[config.mk]
export PLATFORM = sky130hd
export DESIGN_NAME = fnd_scan_driver
export DESIGN_NICKNAME = d
export VERILOG_FILES = /design/src/rtl/fnd_scan_driver.sv
export SDC_FILE = /design/constraint.sdc
export NUM_CORES = 1
export LEC_CHECK = 0
export CORE_MARGIN = 1
export CORE_UTILIZATION = 57
export DETAILED_ROUTE_END_ITERATION = 8
export PLACE_DENSITY = 0.84
export REMOVE_ABC_BUFFERS = 1
export SYNTH_ARGS = -nofsm -noshare
export SYNTH_HDL_FRONTEND = slang
export SYNTH_SLANG_ARGS = --single-unit
[constraint.sdc]
create_clock -name clk_i -period 7.05 [get_ports clk_i]
set_input_delay 0.705 -clock clk_i [delete_from_list [all_inputs] [get_ports clk_i]]
set_output_delay 0.705 -clock clk_i [all_outputs]
set_load 0.01 [all_outputs]
[src/rtl/fnd_scan_driver.sv]
// Four-digit multiplexed 7-segment driver fed by an external 2-bit scan counter.
// Loads are shadowed and committed at frame wrap so a frame never mixes two values.
module fnd_scan_driver #(
  parameter bit BLANK_LZ   = 1'b1,
  parameter bit ACTIVE_LOW = 1'b1
) (
  input  logic        clk_i,
  input  logic        reset_i,
  input  logic [1:0]  sel_i,
  input  logic [15:0] value_i,
  input  logic [3:0]  dp_mask_i,
  input  logic        load_i,
  output logic [3:0]  an_o,
  output logic [6:0]  seg_o,
  output logic        dp_o,
  output logic        err_o
);

  localparam logic [3:0] AN_OFF  = ACTIVE_LOW ? 4'hF : 4'h0;
  localparam logic [6:0] SEG_OFF = ACTIVE_LOW ? 7'h7F : 7'h00;
  localparam logic       DP_OFF  = ACTIVE_LOW;

  logic [15:0] pend_val_q, pend_val_d;
  logic [3:0]  pend_dp_q, pend_dp_d;
  logic        pend_valid_q, pend_valid_d;
  logic [15:0] disp_val_q, disp_val_d;
  logic [3:0]  disp_dp_q, disp_dp_d;
  logic [1:0]  sel_prev_q;
  logic        err_q, err_d;
  logic [3:0]  an_q, an_d;
  logic [6:0]  seg_q, seg_d;
  logic        dp_q, dp_d;

  logic        wrap, commit;
  logic [3:0]  nibble;
  logic        dp_bit, upper_zero, blank;
  logic [6:0]  seg_hex, seg_raw;
  logic [3:0]  an_raw;
  logic        dp_raw;

  always_comb begin
    wrap         = (sel_prev_q == 2'd3) && (sel_i == 2'd0);
    commit       = wrap && pend_valid_q;
    pend_val_d   = pend_val_q;
    pend_dp_d    = pend_dp_q;
    pend_valid_d = pend_valid_q;
    disp_val_d   = disp_val_q;
    disp_dp_d    = disp_dp_q;
    // Commit reads the old pending contents even if a new load lands this cycle.
    if (commit) begin
      disp_val_d = pend_val_q;
      disp_dp_d  = pend_dp_q;
    end
    if (load_i) begin
      pend_val_d   = value_i;
      pend_dp_d    = dp_mask_i;
      pend_valid_d = 1'b1;
    end else if (commit) begin
      pend_valid_d = 1'b0;
    end
    err_d = err_q | (sel_i != (sel_prev_q + 2'd1));
  end

  always_comb begin
    nibble = disp_val_d[{sel_i, 2'b00} +: 4];
    dp_bit = disp_dp_d[sel_i];
    case (nibble)
      4'h0: seg_hex = 7'h3F;
      4'h1: seg_hex = 7'h06;
      4'h2: seg_hex = 7'h5B;
      4'h3: seg_hex = 7'h4F;
      4'h4: seg_hex = 7'h66;
      4'h5: seg_hex = 7'h6D;
      4'h6: seg_hex = 7'h7D;
      4'h7: seg_hex = 7'h07;
      4'h8: seg_hex = 7'h7F;
      4'h9: seg_hex = 7'h6F;
      4'hA: seg_hex = 7'h77;
      4'hB: seg_hex = 7'h7C;
      4'hC: seg_hex = 7'h39;
      4'hD: seg_hex = 7'h5E;
      4'hE: seg_hex = 7'h79;
      default: seg_hex = 7'h71;
    endcase
    // Leading-zero test: the active nibble and every nibble above it are zero.
    upper_zero = 1'b1;
    for (int j = 0; j < 4; j++) begin
      if ((j >= int'(sel_i)) && (disp_val_d[4*j +: 4] != 4'h0)) upper_zero = 1'b0;
    end
    blank   = BLANK_LZ && (sel_i != 2'd0) && upper_zero && !dp_bit;
    an_raw  = blank ? 4'h0 : (4'b0001 << sel_i);
    seg_raw = blank ? 7'h00 : seg_hex;
    dp_raw  = !blank && dp_bit;
    an_d    = ACTIVE_LOW ? ~an_raw : an_raw;
    seg_d   = ACTIVE_LOW ? ~seg_raw : seg_raw;
    dp_d    = ACTIVE_LOW ? ~dp_raw : dp_raw;
  end

  always_ff @(posedge clk_i) begin
    if (reset_i) begin
      pend_val_q   <= 16'h0000;
      pend_dp_q    <= 4'h0;
      pend_valid_q <= 1'b0;
      disp_val_q   <= 16'h0000;
      disp_dp_q    <= 4'h0;
      sel_prev_q   <= 2'd3;
      err_q        <= 1'b0;
      an_q         <= AN_OFF;
      seg_q        <= SEG_OFF;
      dp_q         <= DP_OFF;
    end else begin
      pend_val_q   <= pend_val_d;
      pend_dp_q    <= pend_dp_d;
      pend_valid_q <= pend_valid_d;
      disp_val_q   <= disp_val_d;
      disp_dp_q    <= disp_dp_d;
      sel_prev_q   <= sel_i;
      err_q        <= err_d;
      an_q         <= an_d;
      seg_q        <= seg_d;
      dp_q         <= dp_d;
    end
  end

  assign an_o  = an_q;
  assign seg_o = seg_q;
  assign dp_o  = dp_q;
  assign err_o = err_q;

endmodule

## Yosys cells after proc, flatten, opt, wreduce, memory -nomap -nowiden

Memory sizes are Yosys's and may differ from the RTL's.
Index checks and enable logic that the tools add are counted.

| word-level totals | value |
|---|---|
| bits in registers | 56 |
| bits in latches | 0 |
| RAM bits | 0 |
| bits in read-only memories | 112 |
| output and inout bits | 13 |
| memories kept | 1 |

| operators by class | value |
|---|---|
| add/sub/neg operators | 1 |
| multipliers | 0 |
| div/mod/pow operators | 0 |
| magnitude comparators | 4 |
| eq/ne operators | 2 |
| shifts and indexed selects | 2 |
| mux-type cells | 12 |
| bitwise gates (word level) | 4 |
| reduce and logical (&&, ||, !) cells | 17 |

Memories:

| memory | depth | bits a word | read ports | clocked after memory_dff | write ports | line | RTL |
|---|---|---|---|---|---|---|---|
| (no name shown) | 16 | 7 | 1 | 0 | 0 | 67 | `case (nibble)` |

Operators by type and width:

| kind | number |
|---|---|
| two-way mux 16 bit | 1 |
| nonzero test 4 bit | 4 |
| indexed part select 16 x 5 -> 4 bit | 1 |
| logical AND 1 bit | 8 |
| two-way mux 4 bit | 2 |
| two-way mux 1 bit | 7 |
| two-way mux 7 bit | 1 |
| NOT 7 bit | 1 |
| >= comparator 1 x 2 -> 1 bit, first input constant | 2 |
| NOT 4 bit | 1 |
| nonzero test 2 bit | 2 |
| << shifter 1 x 2 -> 4 bit, first input constant | 1 |
| less-than comparator 2 x 3 -> 1 bit, second input constant | 1 |
| adder 2 x 1 -> 2 bit, second input constant | 1 |
| binary-select mux 1 bit (select 2 bit) | 1 |
| equality test 2 bit, second input constant | 1 |
| >= comparator 2 bit, first input constant | 1 |
| zero test 1 bit | 2 |
| zero test 2 bit | 1 |
| inequality test 2 bit | 1 |
| NOT 1 bit | 1 |
| OR 1 bit | 1 |

## Logic depth before layout (Yosys ltp)

Gate-level depths: netlist of the first run.

| logic depth | value |
|---|---|
| depth in word-level cells | 15 |
| gate-level depth with buffers | 9 |

## Worst setup path after synthesis of the first run

Ideal clock, no wire load.

| path | value |
|---|---|
| kind | input-to-reg |
| from | input sel_i[0] |
| to | register seg_q[6], in the netlist seg_o[6] |
| data arrival time | 2,553 ps |
| required time | 6,928 ps |
| setup slack | 4,375 ps |
| stages on the path | 8 |
| path buffers | 2 |
| path through | buf_6 -> buf_2 -> nor2_1 -> a221o_1 -> inv_1 -> ha_1 -> or3_1 -> a311o_1 |

| between the ends | value |
|---|---|
| word-level cells in the longest chain between the ends | 14 |

RTL lines:

| what | line | RTL |
|---|---|---|
| from (decl) | 9 | `input logic [1:0] sel_i,` |
| parallel branches: the longest is 12 deep, another holds memory read (16 x 7 bit) | n/a |  |
| two-way mux 7 bit * | 92 | `seg_raw = blank ? 7'h00 : seg_hex;` |
| NOT 7 bit * | 95 | `seg_d = ACTIVE_LOW ? ~seg_raw : seg_raw;` |
| to (signal assigned) | 120 | `seg_q <= seg_d;` |
| to (decl) | 31 | `logic [6:0] seg_q, seg_d;` |

Every way passes the cells marked *. The select of a mux whose other input is x is not followed.
A chain may end at the register's enable or synchronous reset.

## Final worst setup path of the first run

Ends and elaborated chain as after synthesis.

==> results of run 1 <==
## layer usage
| metal | global-route usage | up-vias |
|---|---|---|
| met4 | 0.0885 | 0 |
| met2 | 0.362 | 42 |
| met1 | 0.282 | 906 |
| met5 | 0 | - |
| met3 | 0.0517 | 9 |
| li1 | - | 976 |
## report_power, final
part           switching, mW  internal (mW)  leakage (nW)
clock                 0.0996          0.106        0.0552
sequential           0.00781          0.331         0.459
combinational         0.0435         0.0471         0.660
## cell type report
class / instances / area share
clock buffers: 6 / 0.0247
clock inverters: 2 / 0.0119
inverters: 5 / 0.00638
multi-input cells: 188 / 0.426
flip-flops and latches: 56 / 0.381
well taps: 50 / 0.0213
repair buffers: 38 / 0.128
## per-stage QoR
stage               area, um2  total power, mW
global route             2940            0.658
CTS                      2940            0.635
finish                   2940            0.634
floorplan                2390            0.392
detailed placement       2840            0.436
global placement         2840            0.434
## placed cells by master, fill, tap and decap left out, types with 3 or more instances in the layout
cell type        synthesis  final
nor2_1                  26     26
nand3_1                  3      3
inv_1                    5      5
mux2i_1                 30     30
or2_1                    3      3
ha_1                     7      7
o211ai_1                 3      3
nor3_1                   4      4
clkdlybuf4s50_1          0     37
and3_1                   3      3
a21oi_1                 21     21
dfxtp_1                 56     56
a311o_1                  3      3
clkbuf_8                 0      5
a221o_1                  3      3
or3_1                    3      3
nand2_1                 46     46
## state kept, by name (all words and copies together), names as in the netlist, 2 cells and up
register	count
an_o	4
pend_val_q	16
disp_val_q	16
disp_dp_q	4
sel_prev_q	2
pend_dp_q	4
seg_o	7
## worst paths after layout
| check | from | end | slack (ps) | cells after the start |
|---|---|---|---|---|
| max | sel_i[0] | seg_o[6] | 3700 | 8 |
| min | pend_val_q[6] | disp_val_q[6] | 460 | 2 |
| min reg2reg | pend_val_q[6] | disp_val_q[6] | 460 | 2 |
| max reg2reg | sel_prev_q[0] | seg_o[6] | 4370 | 8 |
## cell families after synthesis
logic type,Yosys count,synth area share
flip-flops,56,0.452
XOR/XNOR,2,0.00707
AO/OA/AOI/OAI,44,0.139
multiplexers,32,0.135
AND/OR/NAND/NOR,103,0.190
adder cells (fa/ha/maj),7,0.0353
buffers and inverters,22,0.0414
## critical path: stages
cell and delay [ps]:
clkdlybuf4s50_1 950, or2b_2 410, nor2_1 110, a221o_1 270, inv_1 110, ha_1 240
or3_1 400, a311o_1 360
==> impl_metrics.tcl, run 1 <==
set metrics [dict create \
    timing.hold.ws_ps 460 \
    slew_headroom 0.208 \
    ant_nets 0 \
    drt_wl_total_um 4660 \
    setup_tns_ps 0 \
    grt_pass1_wl_um 7690 \
    cts_buffers 5 \
    max_freq_ghz 0.298 \
    status "finished clean" \
    wl_met1_um 2140 \
    hold_buffers 0 \
    syn_area_um2 2480 \
    fin_util 0.720 \
    grt_usage 0.222 \
    fin_skew_ps 5.27 \
    highest_layer "met4" \
    via_per_inst 5.60 \
    coreArea_um2 4090 \
    io_pins 38 \
    worstSetupPathType "input port to register" \
    first_pass_iters 4 \
    cts_resized 0 \
    cap_violations 0 \
    cts-root-buf "clkbuf_8" \
    syn2layout_area_growth_pct 18.7 \
    power_density_nw_per_um2 215 \
    vias 1933 \
    clk_pin_slew_worst_paths_ps 90 \
    first_global_vias 1689 \
    synth_flop_cell "dfxtp_1" \
    synth-seq-cells 56 \
    worst_setup_path_end_kind "register" \
    grt_max_degree 48 \
    power_leakage_nw 1.17 \
    syn_avg_cell_area_um2 9.32 \
    synth_top_area_frac 0.452 \
    ys_async_sr_fraction 0 \
    regArea_um2 1120 \
    setup_ws_ps 3700 \
    synth_edf_count 0 \
    dp_cells 337 \
    overflow 0 \
    setup_violations 0 \
    die_w_um 67.9 \
    antenna_found_initial 0 \
    multi_input_area_um2 1250 \
    portBuffers 37 \
    h-tree-depth 2 \
    tightest_slew_ps 1180 \
    finalCritPeriodShare 0.476 \
    hpwl_um 3310 \
    die_y_um 67.9 \
    nNetsFinal 326 \
    diodes 0 \
    routabilityCongestion 0.877 \
    crit_fanout 17 \
    hold_viol_final 0 \
    min_period_ps 3350 \
    seq_area_frac_synth 0.452 \
    yosys_warnings 0 \
    synth_commonest_cells "dfxtp_1 (56), nand2_1 (46), mux2i_1 (30), nor2_1 (26), a21oi_1 (21)" \
    cp-start-kind "input port" \
    ir_worst_vdd_uv 126 \
    drc 0 \
    initial_core_util 0.607 \
    initialDrtViolationCount 101 \
    cts_tree "built" \
    slew_violations 0 \
    crit_required_ps 7250 \
    synth_largest_area_cell "dfxtp_1" \
    clkSinkCount 56 \
    drt-wirelength-per-cell_um 13.5 \
    rsz0062_at_grt "false" \
    wl_met2_um 2270 \
    drive_above_1_share 0.0678 \
    dr_wl_met3_um 161 \
    fin_cells 345 \
    hold_path.class "register to register" \
    synth.most_common_cell "dfxtp_1" \
    die_area_um2 4620 \
    cp_data_arrival_time_ps 3560 \
    place_ws_ps 3380 \
    fillCellCount 322 \
    clkLatencyLatePin_ps 310 \
    synth.distinct_cells 49 \
    synth_cells 266 \
    cts_buffer_depth 2 \
    row_count 23 \
    postCtsSetupRepairBufs 0 \
    synth_area_leaders "dfxtp_1 (45%), mux2i_1 (12%), nand2_1 (7.0%)" \
]
(Power assumes the default switching activity.)
==> run 2: changes to the inputs <==
- CORE_UTILIZATION: 57 -> 53
- PLACE_DENSITY: 0.84 -> 0.79
- clock period: 7.05 -> 3.2 ns (I/O delays scaled with it)
==> run 2 against run 1 <==
Against the previous run: sequential share of layout area decreased by 1.1 points; hold slack got worse by 2.6 ps; clock power increased by 120%; first-iteration DRC count increased by 28%; global-route usage decreased by 0.97 points; sequential power increased by 120%; total power increased by 120%; core utilization decreased by 3.3 points; routed wire length increased by 6.6%; critical path type is now register to register; highest routed layer unchanged.
==> impl_metrics.tcl, run 2 (synthesis results as in run 1) <==
set metrics [dict create \
    coreArea_um2 4410 \
    crit_required_ps 3400 \
    cts_buffers 5 \
    first_pass_iters 4 \
    overflow 0 \
    timing.hold.ws_ps 457 \
    p_sw_mw 0.333 \
    finalCritPeriodShare 0.832 \
    max_freq_ghz 0.376 \
    cts_buffer_depth 2 \
    drive_above_1_share 0.0984 \
    layout_common_cells "dfxtp_1 (56), nand2_1 (46), clkdlybuf4s50_1 (37), mux2i_1 (30), nor2_1 (26)" \
    tightest_slew_ps 567 \
    setup_tns_ps 0 \
    hpwl_um 3650 \
    clk_pin_slew_worst_paths_ps 90 \
    dp_cells 349 \
    drt-wirelength-per-cell_um 13.9 \
    cts-root-buf "clkbuf_8" \
    vias 1924 \
    setup_violations 0 \
    holdPathStages 2 \
    cts_tree "built" \
    rsz0062_at_grt "false" \
    place_area_um2 2930 \
    hold_path.class "register to register" \
    cp-start-kind "register" \
    startpoint "sel_prev_q[0]" \
    clock_power_share 0.319 \
    drt_wl_total_um 4970 \
    ant_nets 0 \
    power.share.switching 0.237 \
    grt_usage 0.213 \
    place_ws_ps 339 \
    die_area_um2 4950 \
    first_global_vias 1851 \
    cp_data_arrival_time_ps 2860 \
    setup_ws_ps 539 \
    status "finished clean" \
    p_total_mw 1.41 \
    die_w_um 70.4 \
    crit_end "seg_o[3]" \
    power_density_nw_per_um2 463 \
    worstSetupPathType "register to register" \
    p_int_mw 1.07 \
    row_count 24 \
    via_per_inst 5.39 \
    nNetsFinal 336 \
    worst_r2r_endpoint "seg_o[3]" \
    clkSinkCount 56 \
    worstReg2RegStart "sel_prev_q[0]" \
    fin_cells 357 \
    postCtsSetupRepairBufs 0 \
    drc 0 \
    slew_headroom 0.617 \
    hold_buffers 0 \
    cts_resized 0 \
    pwr-share-comb 0.150 \
    fin_util 0.687 \
    worst_setup_path_end_kind "register" \
    initialDrtViolationCount 129 \
    portBuffers 37 \
    hold_viol_final 0 \
    worstRegToRegCells 9 \
    ff2ff_setup_slack_ps 540 \
    final_common_cell "dfxtp_1" \
    antenna_found_initial 0 \
    design_area_um2 3030 \
    initial_core_util 0.562 \
    h-tree-depth 2 \
    slew_violations 0 \
    ir_worst_vdd_uv 275 \
    diodes 0 \
    min_period_ps 2660 \
    routabilityCongestion 0.873 \
    power_leakage_nw 1.23 \
    crit_fanout 8 \
    clkLatencyLatePin_ps 300 \
    pwr-share-seq 0.531 \
    grt_max_degree 47 \
    grt_pass1_wl_um 8450 \
    syn2layout_area_growth_pct 22.4 \
    io_pins 38 \
    cap_violations 0 \
    die_y_um 70.4 \
    fin_skew_ps 2.76 \
]
run 2: changes by cell type in the layout (fill, tap and decap cells not counted):
cell	previous run	this run
buf_12	0	1
buf_4	1	10
run 2: per-layer routing:
metal  share of wire  up-vias  track usage  routed length [um]
li1                -      992            -                   -
met3           0.025       10       0.0404                 126
met2            0.50       38        0.365                2470
met4           0.016        0       0.0778                  79
met5               0        -            0                   0
met1            0.46      884        0.263                2290
run 2: critical path: stages, from the launching register on:
cell and delay [ps]:
dfxtp_1 360, ha_1 340, nand2_2 190, mux2i_1 170, a221o_1 350, buf_4 170, ha_1 290, inv_1 40
mux4_2 440, or2_1 210
run 2: cell type report:
class | count | area (um2)
Inverter | 5 | 18.8
Tap cell | 52 | 65.1
Clock inverter | 2 | 35.0
Fill cell | 368 | 1380
Sequential cell | 56 | 1120
Timing Repair Buffer | 48 | 465
Multi-Input combinational cell | 188 | 1250
Clock buffer | 6 | 72.6
run 2: how the worst min path moves through the flow:
stage	endpoint	slack, ps	from
global route	disp_dp_q[3]	480	pend_dp_q[3]
global placement	disp_val_q[3]	440	disp_val_q[3]
finish	disp_val_q[1]	460	disp_val_q[1]
CTS	disp_val_q[3]	460	disp_val_q[3]
floorplan	disp_dp_q[0]	390	reset_i
detailed placement	disp_val_q[4]	450	pend_val_q[4]
run 2: power by group through the flow:
stage,Clock (mW),Sequential [mW],Combinational (mW)
final,0.449,0.746,0.211
after floorplan,0,0.764,0.0986
after CTS,0.460,0.746,0.212
after global routing,0.485,0.750,0.231
after detailed placement,0,0.762,0.211
after global placement,0,0.762,0.210
